==> src/rtl/axi_lite_gpio_pkg.sv <==
// Shared definitions for the AXI4-Lite GPIO slave: register offsets, response
// codes, FSM state types and the byte-strobe merge helper.
package axi_lite_gpio_pkg;

  localparam logic [3:0] DATA1_OFF = 4'h0;
  localparam logic [3:0] TRI1_OFF  = 4'h4;
  localparam logic [3:0] DATA2_OFF = 4'h8;
  localparam logic [3:0] TRI2_OFF  = 4'hC;

  localparam logic [1:0] RESP_OKAY   = 2'b00;
  localparam logic [1:0] RESP_SLVERR = 2'b10;

  typedef enum logic [1:0] {
    W_IDLE,
    W_HAVE_AW,
    W_HAVE_W,
    W_RESP
  } wr_state_e;

  typedef enum logic {
    R_IDLE,
    R_DATA
  } rd_state_e;

  // Byte lanes with a set strobe take the new data; the rest keep the old value.
  function automatic logic [31:0] apply_wstrb(input logic [31:0] old_word,
                                              input logic [31:0] new_word,
                                              input logic [3:0]  strb);
    logic [31:0] res;
    res = old_word;
    for (int b = 0; b < 4; b++) begin
      if (strb[b]) res[8*b +: 8] = new_word[8*b +: 8];
    end
    return res;
  endfunction

endpackage

==> src/rtl/gpio_sync.sv <==
// Two-flop synchronizer for asynchronous pad inputs, synchronous reset to 0.
module gpio_sync #(
  parameter int WIDTH = 1
) (
  input  logic             aclk,
  input  logic             areset,
  input  logic [WIDTH-1:0] d,
  output logic [WIDTH-1:0] q
);

  logic [WIDTH-1:0] meta;

  always_ff @(posedge aclk) begin
    if (areset) begin
      meta <= '0;
      q    <= '0;
    end else begin
      meta <= d;
      q    <= meta;
    end
  end

endmodule

==> src/rtl/axi_lite_gpio_slave.sv <==
// AXI4-Lite slave with a two-channel GPIO register file: channel 1 drives LEDs
// with per-bit tri-state, channel 2 samples buttons through a synchronizer.
module axi_lite_gpio_slave #(
  parameter int C1_WIDTH   = 16,
  parameter int C2_WIDTH   = 5,
  parameter int ADDR_WIDTH = 12
) (
  input  logic                  aclk,
  input  logic                  areset,
  input  logic [ADDR_WIDTH-1:0] s_axi_awaddr,
  input  logic                  s_axi_awvalid,
  output logic                  s_axi_awready,
  input  logic [31:0]           s_axi_wdata,
  input  logic [3:0]            s_axi_wstrb,
  input  logic                  s_axi_wvalid,
  output logic                  s_axi_wready,
  output logic [1:0]            s_axi_bresp,
  output logic                  s_axi_bvalid,
  input  logic                  s_axi_bready,
  input  logic [ADDR_WIDTH-1:0] s_axi_araddr,
  input  logic                  s_axi_arvalid,
  output logic                  s_axi_arready,
  output logic [31:0]           s_axi_rdata,
  output logic [1:0]            s_axi_rresp,
  output logic                  s_axi_rvalid,
  input  logic                  s_axi_rready,
  output logic [C1_WIDTH-1:0]   gpio1_o,
  output logic [C1_WIDTH-1:0]   gpio1_t,
  input  logic [C1_WIDTH-1:0]   gpio1_i,
  input  logic [C2_WIDTH-1:0]   gpio2_i
);

  import axi_lite_gpio_pkg::*;

  wr_state_e w_state, w_next;
  rd_state_e r_state, r_next;

  logic                  aw_hs, w_hs, ar_hs, commit;
  logic [ADDR_WIDTH-1:0] aw_addr_q, wr_addr;
  logic [31:0]           w_data_q, wr_data;
  logic [3:0]            w_strb_q, wr_strb;
  logic                  wr_bad, rd_bad;
  logic [C1_WIDTH-1:0]   data1_q, tri1_q, sync1;
  logic [C2_WIDTH-1:0]   tri2_q, sync2;
  logic [31:0]           data1_merged, tri1_merged, tri2_merged, rd_word;
  logic [1:0]            rd_resp;

  gpio_sync #(.WIDTH(C1_WIDTH)) u_sync1 (.aclk(aclk), .areset(areset), .d(gpio1_i), .q(sync1));
  gpio_sync #(.WIDTH(C2_WIDTH)) u_sync2 (.aclk(aclk), .areset(areset), .d(gpio2_i), .q(sync2));

  // Readies are forced low while reset is held so nothing handshakes mid-reset.
  assign s_axi_awready = !areset && (w_state == W_IDLE || w_state == W_HAVE_W);
  assign s_axi_wready  = !areset && (w_state == W_IDLE || w_state == W_HAVE_AW);
  assign s_axi_arready = !areset && (r_state == R_IDLE);
  assign s_axi_bvalid  = (w_state == W_RESP);
  assign s_axi_rvalid  = (r_state == R_DATA);

  assign aw_hs = s_axi_awvalid && s_axi_awready;
  assign w_hs  = s_axi_wvalid  && s_axi_wready;
  assign ar_hs = s_axi_arvalid && s_axi_arready;

  // ---------------- write path ----------------
  always_ff @(posedge aclk) begin
    // NOTE: state flops use non-blocking <= so every flop samples pre-edge values.
    if (areset) w_state <= W_IDLE;
    else        w_state <= w_next;
  end

  always_comb begin
    // NOTE: defaults come first so every path assigns each output; no latch is inferred.
    w_next = w_state;
    commit = 1'b0;
    case (w_state)
      W_IDLE: begin
        if (aw_hs && w_hs) begin
          commit = 1'b1;
          w_next = W_RESP;
        end else if (aw_hs) begin
          w_next = W_HAVE_AW;
        end else if (w_hs) begin
          w_next = W_HAVE_W;
        end
      end
      W_HAVE_AW: if (w_hs)  begin commit = 1'b1; w_next = W_RESP; end
      W_HAVE_W:  if (aw_hs) begin commit = 1'b1; w_next = W_RESP; end
      W_RESP:    if (s_axi_bready) w_next = W_IDLE;
      default:   w_next = W_IDLE;
    endcase
  end

  // NOTE: holding registers have no reset; they are only consumed after a handshake loads them.
  always_ff @(posedge aclk) begin
    if (aw_hs) aw_addr_q <= s_axi_awaddr;
    if (w_hs) begin
      w_data_q <= s_axi_wdata;
      w_strb_q <= s_axi_wstrb;
    end
  end

  // Whichever half arrived first was parked; the other comes straight off the bus.
  assign wr_addr = (w_state == W_HAVE_AW) ? aw_addr_q : s_axi_awaddr;
  assign wr_data = (w_state == W_HAVE_W)  ? w_data_q  : s_axi_wdata;
  assign wr_strb = (w_state == W_HAVE_W)  ? w_strb_q  : s_axi_wstrb;
  assign wr_bad  = (wr_addr >> 4) != '0;

  assign data1_merged = apply_wstrb(32'(data1_q), wr_data, wr_strb);
  assign tri1_merged  = apply_wstrb(32'(tri1_q),  wr_data, wr_strb);
  assign tri2_merged  = apply_wstrb(32'(tri2_q),  wr_data, wr_strb);

  always_ff @(posedge aclk) begin
    if (areset) begin
      data1_q     <= '0;
      tri1_q      <= '1;
      tri2_q      <= '1;
      s_axi_bresp <= RESP_OKAY;
    end else if (commit) begin
      s_axi_bresp <= wr_bad ? RESP_SLVERR : RESP_OKAY;
      if (!wr_bad) begin
        case (wr_addr[3:2])
          DATA1_OFF[3:2]: data1_q <= C1_WIDTH'(data1_merged);
          TRI1_OFF[3:2]:  tri1_q  <= C1_WIDTH'(tri1_merged);
          TRI2_OFF[3:2]:  tri2_q  <= C2_WIDTH'(tri2_merged);
          default: ;
        endcase
      end
    end
  end

  assign gpio1_o = data1_q;
  assign gpio1_t = tri1_q;

  // ---------------- read path ----------------
  always_ff @(posedge aclk) begin
    if (areset) r_state <= R_IDLE;
    else        r_state <= r_next;
  end

  always_comb begin
    r_next = r_state;
    case (r_state)
      R_IDLE:  if (ar_hs) r_next = R_DATA;
      R_DATA:  if (s_axi_rready) r_next = R_IDLE;
      default: r_next = R_IDLE;
    endcase
  end

  assign rd_bad = (s_axi_araddr >> 4) != '0;

  always_comb begin
    rd_word = '0;
    rd_resp = RESP_OKAY;
    if (rd_bad) begin
      rd_resp = RESP_SLVERR;
    end else begin
      case (s_axi_araddr[3:2])
        DATA1_OFF[3:2]: rd_word = 32'((sync1 & tri1_q) | (data1_q & ~tri1_q));
        TRI1_OFF[3:2]:  rd_word = 32'(tri1_q);
        DATA2_OFF[3:2]: rd_word = 32'(sync2 & tri2_q);
        TRI2_OFF[3:2]:  rd_word = 32'(tri2_q);
        default:        rd_word = '0;
      endcase
    end
  end

  always_ff @(posedge aclk) begin
    if (areset) begin
      s_axi_rdata <= '0;
      s_axi_rresp <= RESP_OKAY;
    end else if (ar_hs) begin
      s_axi_rdata <= rd_word;
      s_axi_rresp <= rd_resp;
    end
  end

endmodule
==> config.mk <==
export PLATFORM = sky130hd
export DESIGN_NAME = axi_lite_gpio_slave
export DESIGN_NICKNAME = d
export VERILOG_FILES = /design/src/rtl/axi_lite_gpio_pkg.sv /design/src/rtl/gpio_sync.sv /design/src/rtl/axi_lite_gpio_slave.sv
export SDC_FILE = /design/constraint.sdc
export NUM_CORES = 1
export LEC_CHECK = 0
export CORE_ASPECT_RATIO = 1.2
export CORE_UTILIZATION = 50
export CTS_CLUSTER_DIAMETER = 100
export DETAILED_ROUTE_END_ITERATION = 8
export PLACE_DENSITY_LB_ADDON = 0.1
export SYNTH_ARGS = -nofsm -noshare
export SYNTH_HDL_FRONTEND = slang
export SYNTH_SLANG_ARGS = --single-unit
==> constraint.sdc <==
create_clock -name aclk -period 6.4 [get_ports aclk]
set_input_delay 1.92 -clock aclk [delete_from_list [all_inputs] [get_ports aclk]]
set_output_delay 1.92 -clock aclk [all_outputs]
set_load 0.03 [all_outputs]
==> impl_metrics.tcl, run 1 <==
set metrics [dict create \
    status "complete, no violations" \
    worstPathArrival_ps 3030 \
    fmax_ghz 0.202 \
    crit_fanout 37 \
    grt_pass1_wl_mm 17.9 \
    fin_tns_setup_ps 0 \
    ant_nets 0 \
    num_rows 40 \
    antenna_found_initial 0 \
    p_leak_nw 2.45 \
    dieArea_um2 10800 \
    dp_hpwl_mm 7.75 \
    cts_resized 0 \
    hold_start "u_sync1.meta[5]" \
    num_antenna_cells 0 \
    ys_seq_area_frac 0.545 \
    fin_util 0.690 \
    worst_r2r_path_depth 7 \
    max_cap_viol_count 0 \
    drv_slew 0 \
    synthTopCellsByCount "dfxtp_1 (100), nor2_1 (58), nor2b_1 (49)" \
    skew_ps 5.48 \
    grt_pass1_vias 3556 \
    cp-end-kind "output port" \
    wire_per_inst_um 15.2 \
    drtIter0Drc 162 \
    die_w_um 95.2 \
    grt-busiest-layer "met2" \
    hp-class "reg -> reg" \
    nFillCells 762 \
    syn_area_um2 5220 \
    cts-root-buf "clkbuf_16" \
    synthCells 495 \
    ctsHoldBuffers 0 \
    firstDrtPassIters 4 \
    rsz0062_at_grt "no" \
    gr-usage-met3 0.0527 \
    synth_edf_count 28 \
    ir_drop_mv 0.264 \
    power_density_nw_per_um2 301 \
    drive_gt1_frac 0.102 \
    regToRegSetupSlack_ps 3170 \
    synthTopCellsByArea "dfxtp_1 (38%), edfxtp_1 (16%), mux2i_1 (6.3%)" \
    syn_avg_cell_area_um2 10.5 \
    coreArea_um2 10100 \
    gr-usage-met2 0.352 \
    clk_pin_slew_ps 50 \
    clock_sinks 128 \
    num_io_pins 161 \
    setup_viol 0 \
    grtUsageMet1 0.281 \
    nets 700 \
    htree_levels 4 \
    synth.most_common_cell "dfxtp_1" \
    cts_tree "yes" \
    via_per_inst 5.05 \
    numCtsBuffers 17 \
    worst_ep_required_time_ps 4480 \
    grt_start_max_net_pins 88 \
    path_class "in -> out" \
    yosysUniqueCellTypes 41 \
    cts_setup_buffers 0 \
    synth_async_sr_flop_share 0 \
    min_to "u_sync1.q[5]" \
    clock_latency_ps 410 \
    holdPathStages 1 \
    period_minus_slack_ps 4950 \
    clockBufferDepth 2 \
    grt_usage 0.222 \
    drt_wl_total_mm 11.3 \
    worst_pin_slew_ps 1270 \
    initial_core_util 0.518 \
    overflow 0 \
    r2r_start "w_state[0]" \
    drc_errors 0 \
    dr_total_vias 3764 \
    area_growth_pct 33.0 \
    gp_congestion 0.804 \
    worst_slew_margin_rel 0.150 \
    fin_crit_sh 0.774 \
    regToRegEndpoint "gpio1_o[2]" \
    yosys_register_bits 128 \
    synth_ff_type "dfxtp_1" \
    die_y_um 114 \
    synth_warnings 0 \
    portBuffers 120 \
    finalHoldViolCount 0 \
    yosys.area.top_type "dfxtp_1" \
    cp-start-kind "input port" \
    yosysTopAreaCellShare 0.384 \
]
==> metal layers <==
layer,share of wire,vias up
met5,0,-
li1,-,1883
met1,0.44,1707
met3,0.066,33
met4,0.025,0
met2,0.47,141
==> worst max-delay path by stage <==
stage / startpoint / end / depth (start not counted)
floorplan: areset / s_axi_awready / 4
global placement: areset / s_axi_arready / 3
detailed placement: areset / s_axi_arready / 3
CTS: areset / s_axi_arready / 3
global route: areset / s_axi_arready / 3
finish: areset / s_axi_arready / 3
==> layout make-up <==
class | instances | area, µm² | area share
sequential | 128 | 2840 | 0.410
inverter | 4 | 15.0 | 0.00216
tap | 126 | 158 | 0.0227
clock inverter | 6 | 57.6 | 0.00830
clock buffer | 26 | 490 | 0.0707
timing repair buffer | 121 | 1210 | 0.174
multi-input combinational | 335 | 2170 | 0.312
==> registers in the layout (all words and copies together), names as in the netlist, 5 cells and up <==
register / count
gpio1_o: 16
gpio1_t: 16
s_axi_rdata: 16
u_sync1.meta: 16
u_sync1.q: 16
w_data_q: 16
aw_addr_q: 10
tri2_q: 5
u_sync2.meta: 5
u_sync2.q: 5
==> kinds of logic (layout without fill, tap and decap cells) <==
group / after synthesis / count (layout) / share of synthesized area
other cells: 1 / 18 / 0.000719
flops: 128 / 128 / 0.545
buf+inv: 49 / 157 / 0.0516
fa+ha+maj: 5 / 5 / 0.0120
simple gates: 181 / 181 / 0.183
mux: 58 / 58 / 0.117
compound gates: 73 / 73 / 0.0905
==> per-stage QoR <==
step | cells | setup slack, ps | cell area (µm²) | hold WS, ps | total power (W)
2_1_floorplan | 512 | 1540 | 5280 | 414 | 0.00113
3_3_place_gp | 714 | 1440 | 6390 | 420 | 0.00120
3_5_place_dp | 714 | 1440 | 6390 | 421 | 0.00121
4_1_cts | 746 | 1440 | 6940 | 434 | 0.00210
5_1_grt | 746 | 1390 | 6940 | 448 | 0.00217
6_report | 746 | 1450 | 6940 | 431 | 0.00209
==> power by group <==
group | switching [W] | internal (W)
logic | 0.000173 | 0.000136
registers | 0.0000153 | 0.000875
clock network | 0.000323 | 0.000564
==> cell usage in the layout (no fill, tap or decap), drive strengths merged, types with 3 or more instances in the layout <==
cell           count
a21oi             29
edfxtp            28
nand2b            14
nor4               3
a2111oi            3
nand3             13
o2111ai            4
a211oi             3
clkdlybuf4s50    119
inv                4
mux2i             33
nor2              59
dfxtp            100
nor2b             49
clkinv             4
clkbuf            26
nand2             24
conb              18
nor3              10
ha                 5
mux2              25
o21ai             30
==> critical path, stage by stage <==
cell             delay (ps)
buf_4                   220
nor2_1                  200
clkdlybuf4s50_1         690
No activity file was read; power rests on OpenSTA's default activity.
==> inputs of run 2 (changes only) <==
--- a/config.mk
+++ b/config.mk
@@ -6,7 +6,7 @@
 export NUM_CORES = 1
 export LEC_CHECK = 0
 export CORE_ASPECT_RATIO = 1.2
-export CORE_UTILIZATION = 50
+export CORE_UTILIZATION = 42
 export CTS_CLUSTER_DIAMETER = 100
 export DETAILED_ROUTE_END_ITERATION = 8
 export PLACE_DENSITY_LB_ADDON = 0.1
==> constraint.sdc (replaced) <==
create_clock -name aclk -period 4 [get_ports aclk]
set_input_delay 1.2 -clock aclk [delete_from_list [all_inputs] [get_ports aclk]]
set_output_delay 1.2 -clock aclk [all_outputs]
set_load 0.03 [all_outputs]
==> run 2 against run 1 <==
  * Register-to-register slack worse by 1800 ps
  * Core utilization is 9.7 points lower
  * Flip-flop and latch count stayed put
  * Sequential power is 60% higher
  * Cell count is 5.9% higher
  * Combinational power is 62% higher
  * Final area is 3.5% higher
  * Critical path type unchanged
  * Highest routed layer unchanged
==> impl_metrics.tcl, run 2 (same netlist as run 1, synthesis figures left out) <==
set metrics [dict create \
    status "complete, no violations" \
    fin_cells 790 \
    antenna_found_initial 0 \
    hp-class "reg -> reg" \
    p_leak_nw 2.55 \
    wire_per_inst_um 14.5 \
    finalHoldViolCount 0 \
    htree_levels 4 \
    area_growth_pct 37.6 \
    worst_slew_margin_rel 0.429 \
    clock_latency_ps 410 \
    skew_ps 7.64 \
    pre_cts_ws_ps 447 \
    numCtsBuffers 17 \
    cts_resized 0 \
    ant_nets 0 \
    fin_crit_sh 0.887 \
    worst_r2r_path_depth 8 \
    drtIter0Drc 198 \
    crit_fanout 35 \
    drt_wl_total_mm 11.4 \
    cp-start-kind "input port" \
    grt_usage 0.183 \
    setup_viol 0 \
    multi_input_area_um2 2170 \
    mostFrequentLayoutCell "clkdlybuf4s50_1" \
    overflow 0 \
    hold_start "u_sync2.meta[1]" \
    ctsHoldBuffers 0 \
    period_minus_slack_ps 3550 \
    cts_setup_buffers 0 \
    drc_errors 0 \
    die_w_um 104 \
    rsz0062_at_grt "no" \
    clk_pin_slew_ps 60 \
    cp-end-kind "output port" \
    clockBufferDepth 2 \
    dr_total_vias 3727 \
    drv_slew 0 \
    clock_sinks 128 \
    firstDrtPassIters 4 \
    drive_gt1_frac 0.124 \
    cts_tree "yes" \
    ir_drop_mv 0.249 \
    initial_core_util 0.431 \
    dieArea_um2 12900 \
    portBuffers 120 \
    worstPathArrival_ps 2350 \
    max_cap_viol_count 0 \
    min_to "u_sync2.q[1]" \
    regToRegEndpoint "gpio1_t[11]" \
    num_antenna_cells 0 \
    dp_cells 758 \
    grt_pass1_vias 3563 \
    gp_congestion 0.794 \
    fmax_ghz 0.282 \
    path_class "in -> out" \
    via_per_inst 4.72 \
    worst_ep_required_time_ps 2800 \
    power_density_nw_per_um2 512 \
    fin_tns_setup_ps 0 \
    dp_hpwl_mm 7.92 \
    holdPathStages 1 \
    worst_pin_slew_ps 857 \
    regToRegSetupSlack_ps 1350 \
    coreArea_um2 12100 \
    grt_start_max_net_pins 90 \
    die_y_um 124 \
    num_rows 44 \
    nets 709 \
    seqCellArea_um2 2840 \
    layout_common_cells "clkdlybuf4s50_1 (119), dfxtp_1 (100), nor2_1 (58), nor2b_1 (49), mux2i_1 (33)" \
    r2r_start "w_state[0]" \
    worst_slack_ps 453 \
    grt_pass1_wl_mm 18.1 \
    nFillCells 1021 \
    num_io_pins 161 \
    cts-root-buf "clkbuf_16" \
]
run 2: worst max-delay path by stage:
stage,startpoint,end,cells after the start
after floorplan,areset,s_axi_awready,4
after global placement,areset,s_axi_arready,3
after detailed placement,areset,s_axi_arready,3
after CTS,areset,s_axi_arready,3
after global routing,areset,s_axi_arready,3
final,areset,s_axi_arready,3
run 2: cell type report:
type	count	area share
inverter	4	0.00209
tap	161	0.0281
sequential	128	0.396
clock inverter	14	0.0331
multi-input combinational	335	0.302
clock buffer	18	0.0612
timing repair buffer	130	0.177
run 2: through the flow:
stage                     hold WS [ps]   util  area (µm²)  total power, W
after floorplan                    414      -        5280         0.00181
after global placement             423  0.537        6500         0.00194
after detailed placement           422  0.537        6500         0.00195
after CTS                          431  0.593        7180         0.00371
after global routing               449  0.593        7180         0.00382
final                              430  0.593        7180         0.00367
run 2: layer usage:
layer | part of all wire | GRT usage | vias to the layer above
met5 | 0 | 0 | -
met4 | 0.010 | 0.0670 | 0
met3 | 0.044 | 0.0534 | 13
met2 | 0.45 | 0.280 | 96
met1 | 0.49 | 0.246 | 1712
li1 | - | - | 1906
run 2: worst max-delay path, stage by stage:
cell	delay, ps
buf_4	220
nor2_1	210
clkdlybuf4s50_1	700
run 2: report_power, final:
| group | internal, W | leakage, nW | switching, W |
|---|---|---|---|
| Combinational | 0.000221 | 1.16 | 0.000280 |
| Clock | 0.00118 | 0.320 | 0.000564 |
| Sequential | 0.00140 | 1.08 | 0.0000234 |
| Total | 0.00280 | 2.55 | 0.000868 |
==> inputs of run 3 (changes only) <==
--- a/config.mk
+++ b/config.mk
@@ -9,7 +9,10 @@
 export CORE_UTILIZATION = 42
 export CTS_CLUSTER_DIAMETER = 100
 export DETAILED_ROUTE_END_ITERATION = 8
+export GPL_TIMING_DRIVEN = 0
+export HOLD_SLACK_MARGIN = 0.12
 export PLACE_DENSITY_LB_ADDON = 0.1
+export RECOVER_POWER = 25
 export SYNTH_ARGS = -nofsm -noshare
 export SYNTH_HDL_FRONTEND = slang
 export SYNTH_SLANG_ARGS = --single-unit
==> run 3 against run 2 <==
  * Clock skew is 1.9 ps higher
  * Global-route usage is 1.3 points higher
  * Final area grew 2.4%
  * Sequential share of layout area decreased by 0.91 points
  * Fmax fell by 9.0%
  * Cell count up 4.2%
  * Critical path depth up 2
  * Non-clock buffer count up 33
==> impl_metrics.tcl, run 3 (same netlist as run 1, synthesis figures left out) <==
set metrics [dict create \
    status "complete, no violations" \
    path_class "in -> out" \
    die_y_um 124 \
    critPathTopFamily "buffers and inverters" \
    cp-end-kind "output port" \
    max_cap_viol_count 0 \
    fin_cells 823 \
    htree_levels 4 \
    gp_congestion 0.781 \
    finalHoldViolCount 0 \
    fmax_ghz 0.257 \
    worst_slew_margin_rel 0.374 \
    nets 742 \
    dieArea_um2 12900 \
    hp-class "reg -> reg" \
    clock_latency_ps 410 \
    gr-usage-met3 0.0487 \
    wire_per_inst_um 14.8 \
    regToRegSetupSlack_ps 1430 \
    power_density_nw_per_um2 501 \
    cp-start-kind "input port" \
    grtUsageMet1 0.235 \
    grt-busiest-layer "met2" \
    layout_common_cells "dfxtp_1 (100), clkdlybuf4s50_1 (89), nor2_1 (58), nor2b_1 (49), mux2i_1 (33)" \
    drtIter0Drc 118 \
    worst-path-buf-inv 4 \
    dp_hpwl_mm 9.18 \
    worst_pin_slew_ps 935 \
    worstPathArrival_ps 2700 \
    grt_usage 0.195 \
    ant_nets 0 \
    clk_pin_slew_ps 60 \
    overflow 0 \
    drc_errors 0 \
    cts-root-buf "clkbuf_16" \
    initial_core_util 0.431 \
    period_minus_slack_ps 3900 \
    skew_ps 9.59 \
    coreArea_um2 12100 \
    crit_fanout 19 \
    worst_ep_required_time_ps 2800 \
    p_leak_nw 2.67 \
    crit_chain "clkdlybuf4s50_1 -> buf_4 -> clkbuf_8 -> nor2_1 -> clkdlybuf4s15_1" \
    gr-usage-met2 0.335 \
    firstDrtPassIters 4 \
    crit_start "areset" \
    fin_crit_sh 0.974 \
    whs_ps 434 \
    grt_start_max_net_pins 20 \
    slowest_stage "clkdlybuf4s50_1" \
    ir_drop_mv 0.288 \
    num_io_pins 161 \
    clock_sinks 128 \
    portBuffers 119 \
    die_w_um 104 \
    numCtsBuffers 17 \
    max_stage_delay_ps 590 \
    cts_tree "yes" \
    dr_total_vias 3881 \
    drive_gt1_frac 0.136 \
    via_per_inst 4.72 \
    hold_start "u_sync1.meta[15]" \
    clockBufferDepth 2 \
    num_rows 44 \
    grt_pass1_wl_mm 19.2 \
    mostFrequentLayoutCell "dfxtp_1" \
    dp_cells 792 \
    setup_viol 0 \
    grt_pass1_vias 3751 \
    area_growth_pct 40.9 \
    num_antenna_cells 0 \
    drv_slew 0 \
    r2r_start "w_state[1]" \
    antenna_found_initial 0 \
    drt_wl_total_mm 12.2 \
    rsz0062_at_grt "no" \
]
==> run 3: cell types whose count changed in the layout (fill, tap and decap cells not counted), sizes merged <==
cell / previous run / this run
clkdlybuf4s15: 0 / 1
clkinv: 5 / 7
dlygate4sd3: 0 / 28
clkinvlp: 3 / 1
dlygate4sd2: 0 / 1
buf: 11 / 24
clkbuf: 18 / 37
clkdlybuf4s50: 119 / 89
inv: 4 / 5
==> run 3: stage by stage <==
step	worst slack, ps	area, µm²	TNS (ps)	util	total power (W)
2_1_floorplan	583	5280	0	-	0.00181
3_3_place_gp	-1190	6670	-1390	0.551	0.00197
3_5_place_dp	-1180	6670	-1390	0.551	0.00199
4_1_cts	23.6	7340	0	0.606	0.00371
5_1_grt	29.7	7350	0	0.607	0.00382
6_report	104	7350	0	0.607	0.00368
==> run 3: worst paths after layout <==
path                         to  depth (start not counted)
setup / recovery  s_axi_awready                          5
hold / removal    u_sync1.q[15]                          1
setup reg to reg     gpio1_o[9]                          8
hold reg to reg   u_sync1.q[15]                          1
==> run 3: what timing repair did <==
| item | CTS | global route |
|---|---|---|
| gates resized for setup | 7 | 2 |
| endpoints found under the setup margin | 2 | 1 |
| setup buffers | 0 | 0 |
| hold buffers | 0 | 0 |
==> run 3: report_power, final <==
| part | switching [W] | internal [W] |
|---|---|---|
| registers | 0.0000231 | 0.00140 |
| clock network | 0.000564 | 0.00117 |
| logic | 0.000292 | 0.000236 |
==> run 3: area by class of cell <==
cell class	count	area [µm²]
Timing Repair Buffer	119	1190
Tap cell	161	201
Clock buffer	17	425
Sequential cell	128	2840
Multi-Input combinational cell	335	2170
Buffer	44	264
Clock inverter	15	240
Fill cell	1056	4770
Inverter	4	15.0
==> run 3: metal layers <==
layer	vias up	share of wire
li1	1969	-
met1	1779	0.44
met2	116	0.49
met3	17	0.053
met4	0	0.017
met5	-	0
